`src/rtl/uart_tx_stream.sv`:
```
// UART byte transmitter with valid/ready input FIFO and internal baud counter.
// Define UART_TX_PARITY_EN to insert a parity bit between data and stop bits.
module uart_tx_stream #(
  parameter int CLOCK_RATE = 100_000_000,
  parameter int BAUD_RATE  = 9600,
  parameter int FIFO_DEPTH = 4,
  parameter int STOP_BITS  = 1,
  parameter int PARITY_ODD = 0
) (
  input  logic                          clk,
  input  logic                          rst,
  input  logic [7:0]                    data,
  input  logic                          dataValid,
  output logic                          dataReady,
  output logic                          tx,
  output logic                          busy,
  output logic [$clog2(FIFO_DEPTH):0]   level
);

  localparam int BIT_TICKS = CLOCK_RATE / BAUD_RATE;
  localparam int CW = $clog2(BIT_TICKS);
  localparam int AW = $clog2(FIFO_DEPTH);
  localparam int LW = AW + 1;
  localparam logic [CW-1:0] LAST_TICK = CW'(BIT_TICKS - 1);
  localparam logic [2:0] STOP_LAST = 3'(STOP_BITS - 1);

  if (BIT_TICKS < 2 || STOP_BITS < 1 || STOP_BITS > 2 ||
      PARITY_ODD < 0 || PARITY_ODD > 1 ||
      (FIFO_DEPTH & (FIFO_DEPTH - 1)) != 0 || FIFO_DEPTH < 2)
  begin : gBadCfg
    $error("uart_tx_stream: illegal parameter set");
  end

  typedef enum logic [2:0] {
    IDLE,
    START,
    DATA,
`ifdef UART_TX_PARITY_EN
    PARITY,
`endif
    STOP
  } state_t;

  logic [7:0]    mem [FIFO_DEPTH];
  logic [AW-1:0] wrPtr;
  logic [AW-1:0] rdPtr;
  logic [7:0]    head;
  logic          push;
  logic          pop;

  state_t        state;
  logic [CW-1:0] tick;
  logic [2:0]    bitCnt;
  logic [7:0]    shift;
  logic          tickEnd;
  logic          stopEnd;
`ifdef UART_TX_PARITY_EN
  logic          parBit;
`endif

  assign dataReady = !rst && (level < LW'(FIFO_DEPTH));
  assign push      = dataValid && dataReady;
  assign head      = mem[rdPtr];
  assign tickEnd   = (tick == LAST_TICK);
  assign stopEnd   = (state == STOP) && tickEnd && (bitCnt == STOP_LAST);
  // A new frame may start from idle or straight out of the last stop tick.
  assign pop       = (level != '0) && ((state == IDLE) || stopEnd);
  assign busy      = (state != IDLE) || (level != '0);

  always_ff @(posedge clk) begin
    if (push) mem[wrPtr] <= data;
  end

  always_ff @(posedge clk) begin
    if (rst) begin
      wrPtr <= '0;
      rdPtr <= '0;
      level <= '0;
    end else begin
      if (push) wrPtr <= wrPtr + 1'b1;
      if (pop)  rdPtr <= rdPtr + 1'b1;
      unique case ({push, pop})
        2'b10:   level <= level + 1'b1;
        2'b01:   level <= level - 1'b1;
        default: ;
      endcase
    end
  end

  always_ff @(posedge clk) begin
    if (rst) begin
      state  <= IDLE;
      tx     <= 1'b1;
      tick   <= '0;
      bitCnt <= '0;
      shift  <= '0;
`ifdef UART_TX_PARITY_EN
      parBit <= 1'b0;
`endif
    end else begin
      unique case (state)
        IDLE: begin
          tx   <= 1'b1;
          tick <= '0;
          if (pop) begin
            shift <= head;
`ifdef UART_TX_PARITY_EN
            parBit <= (^head) ^ 1'(PARITY_ODD);
`endif
            tx    <= 1'b0;
            state <= START;
          end
        end
        START: begin
          if (tickEnd) begin
            tick   <= '0;
            bitCnt <= '0;
            tx     <= shift[0];
            shift  <= {1'b0, shift[7:1]};
            state  <= DATA;
          end else begin
            tick <= tick + 1'b1;
          end
        end
        DATA: begin
          if (tickEnd) begin
            tick <= '0;
            if (bitCnt == 3'd7) begin
              bitCnt <= '0;
`ifdef UART_TX_PARITY_EN
              tx    <= parBit;
              state <= PARITY;
`else
              tx    <= 1'b1;
              state <= STOP;
`endif
            end else begin
              bitCnt <= bitCnt + 1'b1;
              tx     <= shift[0];
              shift  <= {1'b0, shift[7:1]};
            end
          end else begin
            tick <= tick + 1'b1;
          end
        end
`ifdef UART_TX_PARITY_EN
        PARITY: begin
          if (tickEnd) begin
            tick   <= '0;
            bitCnt <= '0;
            tx     <= 1'b1;
            state  <= STOP;
          end else begin
            tick <= tick + 1'b1;
          end
        end
`endif
        STOP: begin
          if (tickEnd) begin
            tick <= '0;
            if (bitCnt == STOP_LAST) begin
              bitCnt <= '0;
              if (pop) begin
                shift <= head;
`ifdef UART_TX_PARITY_EN
                parBit <= (^head) ^ 1'(PARITY_ODD);
`endif
                tx    <= 1'b0;
                state <= START;
              end else begin
                state <= IDLE;
              end
            end else begin
              bitCnt <= bitCnt + 1'b1;
            end
          end else begin
            tick <= tick + 1'b1;
          end
        end
        default: begin
          tx    <= 1'b1;
          state <= IDLE;
        end
      endcase
    end
  end

endmodule
```
`config.mk`:
```
export PLATFORM = sky130hd
export DESIGN_NAME = uart_tx_stream
export DESIGN_NICKNAME = d
export VERILOG_FILES = /design/src/rtl/uart_tx_stream.sv
export SDC_FILE = /design/constraint.sdc
export NUM_CORES = 1
export LEC_CHECK = 0
export BUFFER_PORTS_ARGS = -buffer_cell sky130_fd_sc_hd__buf_2
export CAP_MARGIN = 20
export CORE_ASPECT_RATIO = 0.7
export CORE_UTILIZATION = 45
export CTS_BUF_LIST = sky130_fd_sc_hd__clkbuf_8
export CTS_CLUSTER_SIZE = 30
export DETAILED_ROUTE_END_ITERATION = 7
export GPL_ROUTABILITY_DRIVEN = 0
export RECOVER_POWER = 100
export SYNTH_ARGS = -nofsm -noshare
export SYNTH_HDL_FRONTEND = slang
export SYNTH_SLANG_ARGS = --single-unit
```
`constraint.sdc`:
```
create_clock -name clk -period 3.42 [get_ports clk]
set_clock_uncertainty 0.15 [all_clocks]
set_input_delay 0.171 -clock clk [delete_from_list [all_inputs] [get_ports clk]]
set_output_delay 0.171 -clock clk [all_outputs]
set_load 0.005 [all_outputs]
```
==> reports/results.ini, run 1 <==
[run_status]
run_status=completed

[power]
p_sw_share_pct=37.1
peakVddDrop_mv=0.336
power.leakage_nw=1.29
power_switching_mw=1.08
combPwrFrac_pct=39.7
totalPowerFinal_mw=2.90
share_seq_of_total_power_pct=37.2
pwr-share-clk_pct=23.0
p_int_mw=1.82
cellPowerDensity_nw_per_um2=785

[clock_network]
cts_root_buffer=clkbuf_8
ctsLongestPathBuffers=2
numCtsBuffers=9
htree_levels=3
insertion_delay_ns=0.34
cts.sinks=69
post_cts_buffers=0
cts_resized=0
cts_tree=built
clk_pin_slew_ns=0.08

[setup_path]
critPathMaxFanout=8
end_kind=flip-flop
cp.required_ns=3.55
worst_path_max_delay_cell=dfxtp_1
slowest_delay_ns=0.39
crit_path_cell_trace=ha_1, and3_1, and4_2, a21oi_1, nor2_1, ha_1, inv_1, fa_1, xor2_1, or3_1, a21oi_1
worst-setup-path-type=reg2reg
cp-start-kind=flip-flop
arrival_ns=3.23

[synthesis]
synth.avg_cell_area_sq_um=11.4
yosysWarnings=0
synth_edf_count=32
synth_cells=288
synth-seq-cells=69
ys_seq_area_share_pct=51.7
mappedNetlistNets=314
synth.distinct_cells=57
yosys_most_used_dff=dfxtp_1
async_reset_ff_share_pct=0
syn_area_sq_um=3290

[routing]
viasPerCell=5.54
top_layer=met4
wl_met2_microns=2550
drtPass1Iterations=4
wire_per_inst_microns=15.4
wl_met3_microns=239
ant_nets=0
drt_iter0_markers=102
met1Wirelength_microns=3510
finalWirelength_microns=6330
drc_errors=0
route.vias.total=2271

[placement]
dp_hpwl_microns=4330
portBuffers=16

[finish]
area_growth_pct=12.3
nets=337
antennaDiodeCount=0
mostFrequentLayoutCells=dfxtp_1, edfxtp_1, nor2_1
drive_above_1_share_pct=13.0
layout_commonest_cell=dfxtp_1

[sta]
hold_violations=0
drv_slew=0
rsz0062_at_grt=no
worstMarginPinSlew_ns=0.678
period_minus_slack_ns=3.11
max_freq_mhz=322
fin_setup_tns_ns=0
maxSlewHeadroom_pct=54.8
fin_crit_sh_pct=90.8
setup_viol=0

[global_route]
grt_pass1_wl_microns=10500
antenna_found_initial=0
overflow=0
grt_pass1_vias=2098
grt_max_degree=38
grt_usage_pct=18.1

[flow_run]
drv_cap=0

[floorplan]
die_height_microns=73.5
initial_core_util_pct=47.6
die_area_sq_um=7660
core_area_sq_um=6910
die_w_microns=104
ioPinCount=17
rows=25

[worst_hold_path]
hp-class=in2reg

power by group through the flow:
| stage | sequential, mW | clock (mW) | combinational (mW) |
|---|---|---|---|
| 4_1_cts | 1.08 | 0.678 | 1.17 |
| 2_1_floorplan | 1.05 | 0 | 0.953 |
| 5_1_grt | 1.10 | 0.716 | 1.31 |
| 3_3_place_gp | 1.10 | 0 | 1.15 |
| 3_5_place_dp | 1.10 | 0 | 1.16 |
| 6_report | 1.08 | 0.668 | 1.15 |
area by class of cell:
type | instances | area [sq um]
clock buffers | 10 | 138
clock inverters | 6 | 62.6
fillers | 601 | 3220
inverters | 12 | 45.0
multi-input cells | 191 | 1460
flip-flops and latches | 69 | 1700
well taps | 94 | 118
repair buffers | 28 | 168
metrics by stage:
| stage | hold WS, ns | utilization [%] | cell area [sq um] | instances | worst slack (ns) |
|---|---|---|---|---|---|
| 2_1_floorplan | 0.120 | - | 3290 | 288 | 0.505 |
| 3_3_place_gp | 0.241 | 49.7 | 3440 | 386 | 0.425 |
| 6_report | 0.164 | 53.4 | 3690 | 410 | 0.314 |
| 3_5_place_dp | 0.242 | 49.7 | 3440 | 386 | 0.349 |
| 4_1_cts | 0.110 | 53.8 | 3720 | 410 | 0.322 |
| 5_1_grt | 0.209 | 53.4 | 3690 | 410 | 0.0559 |
routing by layer:
metal	up-vias	global-route usage (%)
li1	1141	-
met1	1091	27.7
met5	-	0
met2	37	24.1
met3	2	5.86
met4	0	4.76
cell families after synthesis:
group	share of synthesized area (%)
multiplexers	10.1
XOR/XNOR	0.799
flip-flops	51.7
adder cells (fa/ha/maj)	5.93
AND/OR/NAND/NOR	14.7
AO/OA/AOI/OAI	12.9
buffers and inverters	3.80
cells in the mapped netlist (2+ instances only):
cell      number  share of area (%)
dfxtp_1       37                 23
edfxtp_1      32                 29
nor2_1        24                2.7
a21oi_1       22                3.3
ha_1          14                5.3
nand2_1       14                1.6
mux2i_1       13                4.0
inv_1         12                1.4
a311oi_1      10                2.7
clkbuf_1      10                1.1
o21ai_0        9                1.4
mux4_2         8                5.5
nor3_1         7                1.1
and3_1         6                1.1
nand2b_1       6                1.1
nand3_1        6               0.91
a211oi_1       3               0.68
a31oi_1        3               0.57
nand4_1        3               0.57
nor2b_1        3               0.57
or3_1          3               0.57
a22oi_1        2               0.46
a41oi_1        2               0.53
and4_2         2               0.61
buf_1          2               0.23
buf_6          2               0.68
mux2_2         2               0.68
xor2_1         2               0.53
flip-flops by register name, summed over array words and instances, names as in the netlist, named ones only:
| register | cells |
|---|---|
| bitCnt | 3 |
| rdPtr | 2 |
| state | 2 |
| level | 3 |
| mem | 32 |
| tick | 14 |
| wrPtr | 2 |
| tx | 1 |
| shift | 8 |
timing repair:
item	4_1_cts	5_1_grt
hold buffers	8	0
hold endpoints to repair	32	0
endpoints found under the setup margin	0	0
final timing paths:
check / slack, ns / endpoint / startpoint / cells after the start
worst max-delay path: 0.31 / level[2]$_SDFFE_PP0P_ / tick[0]$_SDFFE_PP0P_ / 11
worst min-delay path: 0.16 / wrPtr[1]$_SDFFE_PP0P_ / dataValid / 3
worst max register to register: 0.31 / level[2]$_SDFFE_PP0P_ / tick[0]$_SDFFE_PP0P_ / 11
worst min register to register: 0.33 / tick[13]$_SDFFE_PP0P_ / tick[13]$_SDFFE_PP0P_ / 1
worst max-delay path, delay by kind of cell, from the launching register on:
family	cells	cell delay (ns)
and+or+nand+nor	4	1.20
AOI/OAI and AO/OA	2	0.26
buffers and inverters	1	0.07
adders and majority gates	3	0.82
xor gates and xnor gates	1	0.16
DFF	1	0.39
(Power assumes the default switching activity.)
==> run 2, diff against run 1 <==
- ABC_AREA: not set -> 1
==> run 2 against run 1 <==
Against the previous run:
- synthesized cell count is 39% higher
- critical path depth grew 3
- count of clock-buffer cells in the layout shrank 1
- first-iteration DRC count up 140%
- die area is 3.8% higher
- critical endpoint unchanged
==> reports/results.ini, run 2 <==
[run_status]
run_status=completed

[placement]
portBuffers=16  ; unchanged
dp_hpwl_microns=4640  ; +7.1%
dp.cells=505  ; +31%
placed_area_sq_um=3550  ; +3.4%

[clock_network]
ctsLongestPathBuffers=2  ; unchanged
htree_levels=3  ; unchanged
numCtsBuffers=9  ; unchanged
post_cts_buffers=0  ; unchanged
cts_root_buffer=clkbuf_8
cts.sinks=69  ; unchanged
clk_pin_slew_ns=0.08  ; about the same
cts_tree=built
insertion_delay_ns=0.34  ; about the same

[floorplan]
rows=26  ; +4.0%
die_area_sq_um=7950  ; +3.8%
initial_core_util_pct=46.7  ; -0.88 points
ioPinCount=17  ; unchanged
core_area_sq_um=7320  ; +5.9%
die_height_microns=74.9  ; +1.9%
die_w_microns=106  ; +1.9%

[routing]
ant_nets=0  ; unchanged
drtPass1Iterations=4  ; unchanged
drt_iter0_markers=246  ; +140%
viasPerCell=4.91  ; -11%
drc_errors=0  ; unchanged
wire_per_inst_microns=12.6  ; -19%
route.vias.total=2599  ; +14%
finalWirelength_microns=6650  ; +5.0%

[synthesis]
mappedNetlistNets=426  ; +36%
synthMuxAreaShare_pct=2.05  ; -8.1 points
async_reset_ff_share_pct=0  ; unchanged
synth_fa_ha_area_share_pct=5.71  ; -0.22 points
syn_area_sq_um=3420  ; +3.9%
synth_top_area_share_pct=28.1  ; -1.1 points
synth_xor_area_share_pct=0.512  ; -0.29 points
netlist_top_cells_area=edfxtp_1, dfxtp_1, nand2_1
yosys.area.top_type=edfxtp_1
synth.distinct_cells=34  ; -40%
synth_compound_area_share_pct=10.8  ; -2.1 points
ys_seq_area_share_pct=49.8  ; -2.0 points
synth_cells=400  ; +39%
synth-simple-area-share_pct=23.6  ; +8.9 points
synth-seq-cells=69  ; unchanged
synth_top_family_by_area=simple AND/OR/NAND/NOR gates
synth.top_cells.by_count=nand2_1, nor2_1, inv_1, dfxtp_1, a21oi_1
synth_edf_count=32  ; unchanged
yosys_most_used_dff=dfxtp_1
synth.avg_cell_area_sq_um=8.55  ; -25%
synth.most_common_cell=nand2_1
yosysWarnings=0  ; unchanged

[setup_path]
cp.required_ns=3.49  ; -0.06 ns
slowest_delay_ns=0.38  ; about the same
timing.critical_path.buf_inv=2  ; +1
worst-setup-path-type=reg2reg
arrival_ns=2.72  ; -0.51 ns
reg2reg_slack_ns=0.77  ; +0.45 ns
crit_family=adder cells
critPathMaxFanout=7  ; -1
cp-start-kind=flip-flop
crit_path_cell_trace=ha_1, nand3_1, nor2_1, nand3_1, nand2_1, nand2_1, inv_1, ha_1, inv_1, fa_1, a21oi_1, o21ai_0, xor2_1, nor2_1
end_kind=flip-flop
worst_path_max_delay_cell=dfxtp_1

[global_route]
grt_pass1_vias=2302  ; +9.7%
antenna_found_initial=0  ; unchanged
grt_usage_pct=18.8  ; +0.69 points
overflow=0  ; unchanged
grt_pass1_wl_microns=11200  ; +6.8%
grt_max_degree=21  ; -45%

[worst_hold_path]
hp-class=in2reg

[power]
power.leakage_nw=1.50  ; +16%
peakVddDrop_mv=0.363  ; +8.0%
totalPowerFinal_mw=2.71  ; -6.5%
cellPowerDensity_nw_per_um2=722  ; -8.0%

[finish]
fillCellCount=695  ; +16%
nets=452  ; +34%
layout_commonest_cell=nand2_1
instances_no_fill=529  ; +29%
top_regs=mem: 32 flops, tick: 14 flops, shift: 8 flops
largest_register_ffs=32  ; unchanged
area_growth_pct=9.96
antennaDiodeCount=0  ; unchanged
drive_above_1_share_pct=8.12  ; -4.9 points
stdcell_area_sq_um=3760  ; +1.7%
mostFrequentLayoutCells=nand2_1, nor2_1, inv_1
top_register=mem

[sta]
drv_slew=0  ; unchanged
maxSlewHeadroom_pct=46.1  ; -8.6 points
max_freq_mhz=377  ; +17%
fin_crit_sh_pct=77.6  ; -13 points
worstMarginPinSlew_ns=0.805  ; +0.126 ns
hold_violations=0  ; unchanged
setup_viol=0  ; unchanged
rsz0062_at_grt=no
fin_setup_tns_ns=0  ; unchanged
period_minus_slack_ns=2.65  ; -0.453 ns

[flow_run]
drv_cap=0  ; unchanged

## run 2: per-stage QoR
stage | hold slack (ns) | util [%] | setup WS [ns]
final | 0.0861 | 51.4 | 0.767
after global routing | 0.0871 | 51.4 | 0.517
after CTS | 0.0625 | 52.1 | 0.919
after detailed placement | 0.240 | 48.6 | 0.946
after global placement | 0.236 | 48.6 | 0.984
after floorplan | 0.120 | - | 1.12
## run 2: worst paths after layout
| check | startpoint | endpoint | cells past startpoint |
|---|---|---|---|
| max | tick[0]$_SDFFE_PP0P_ | level[2]$_SDFFE_PP0P_ | 14 |
| min | rst | level[1]$_SDFFE_PP0P_ | 2 |
| max reg2reg | tick[0]$_SDFFE_PP0P_ | level[2]$_SDFFE_PP0P_ | 14 |
| min reg2reg | tx$_SDFFE_PP1P_ | tx$_SDFFE_PP1P_ | 2 |
## run 2: layer usage
layer	track usage (%)	vias to the layer above	part of all wire (%)
li1	-	1363	-
met1	28.0	1165	52
met2	25.8	60	38
met3	4.50	11	8.0
met4	8.18	0	1.6
met5	0	-	0
## run 2: repair_timing
action,CTS,global route
gates resized for setup,0,0
hold buffers,8,0
endpoints found under the hold margin,32,0
## run 2: cells by family (layout without fill, tap and decap cells)
group / count (synthesis) / count (layout)
simple gates: 179 / 179
compound gates: 70 / 70
flops: 69 / 69
buf+inv: 58 / 89
fa+ha+maj: 15 / 15
mux: 7 / 7
xor+xnor: 2 / 2
## run 2: power by group
part	internal, mW	switching (mW)	total [mW]
Combinational	0.365	0.682	1.05
Clock	0.273	0.336	0.609
Sequential	0.979	0.0757	1.06
Total	1.62	1.09	2.71
## run 2: layout make-up
type                    instances  area, sq um  area share [%]
flip-flops and latches         69         1700            45.3
clock buffers                   9          124            3.30
inverters                      47          176            4.69
well taps                      98          123            3.26
clock inverters                 7         55.1            1.46
multi-input cells             273         1420            37.8
repair buffers                 26          158            4.19
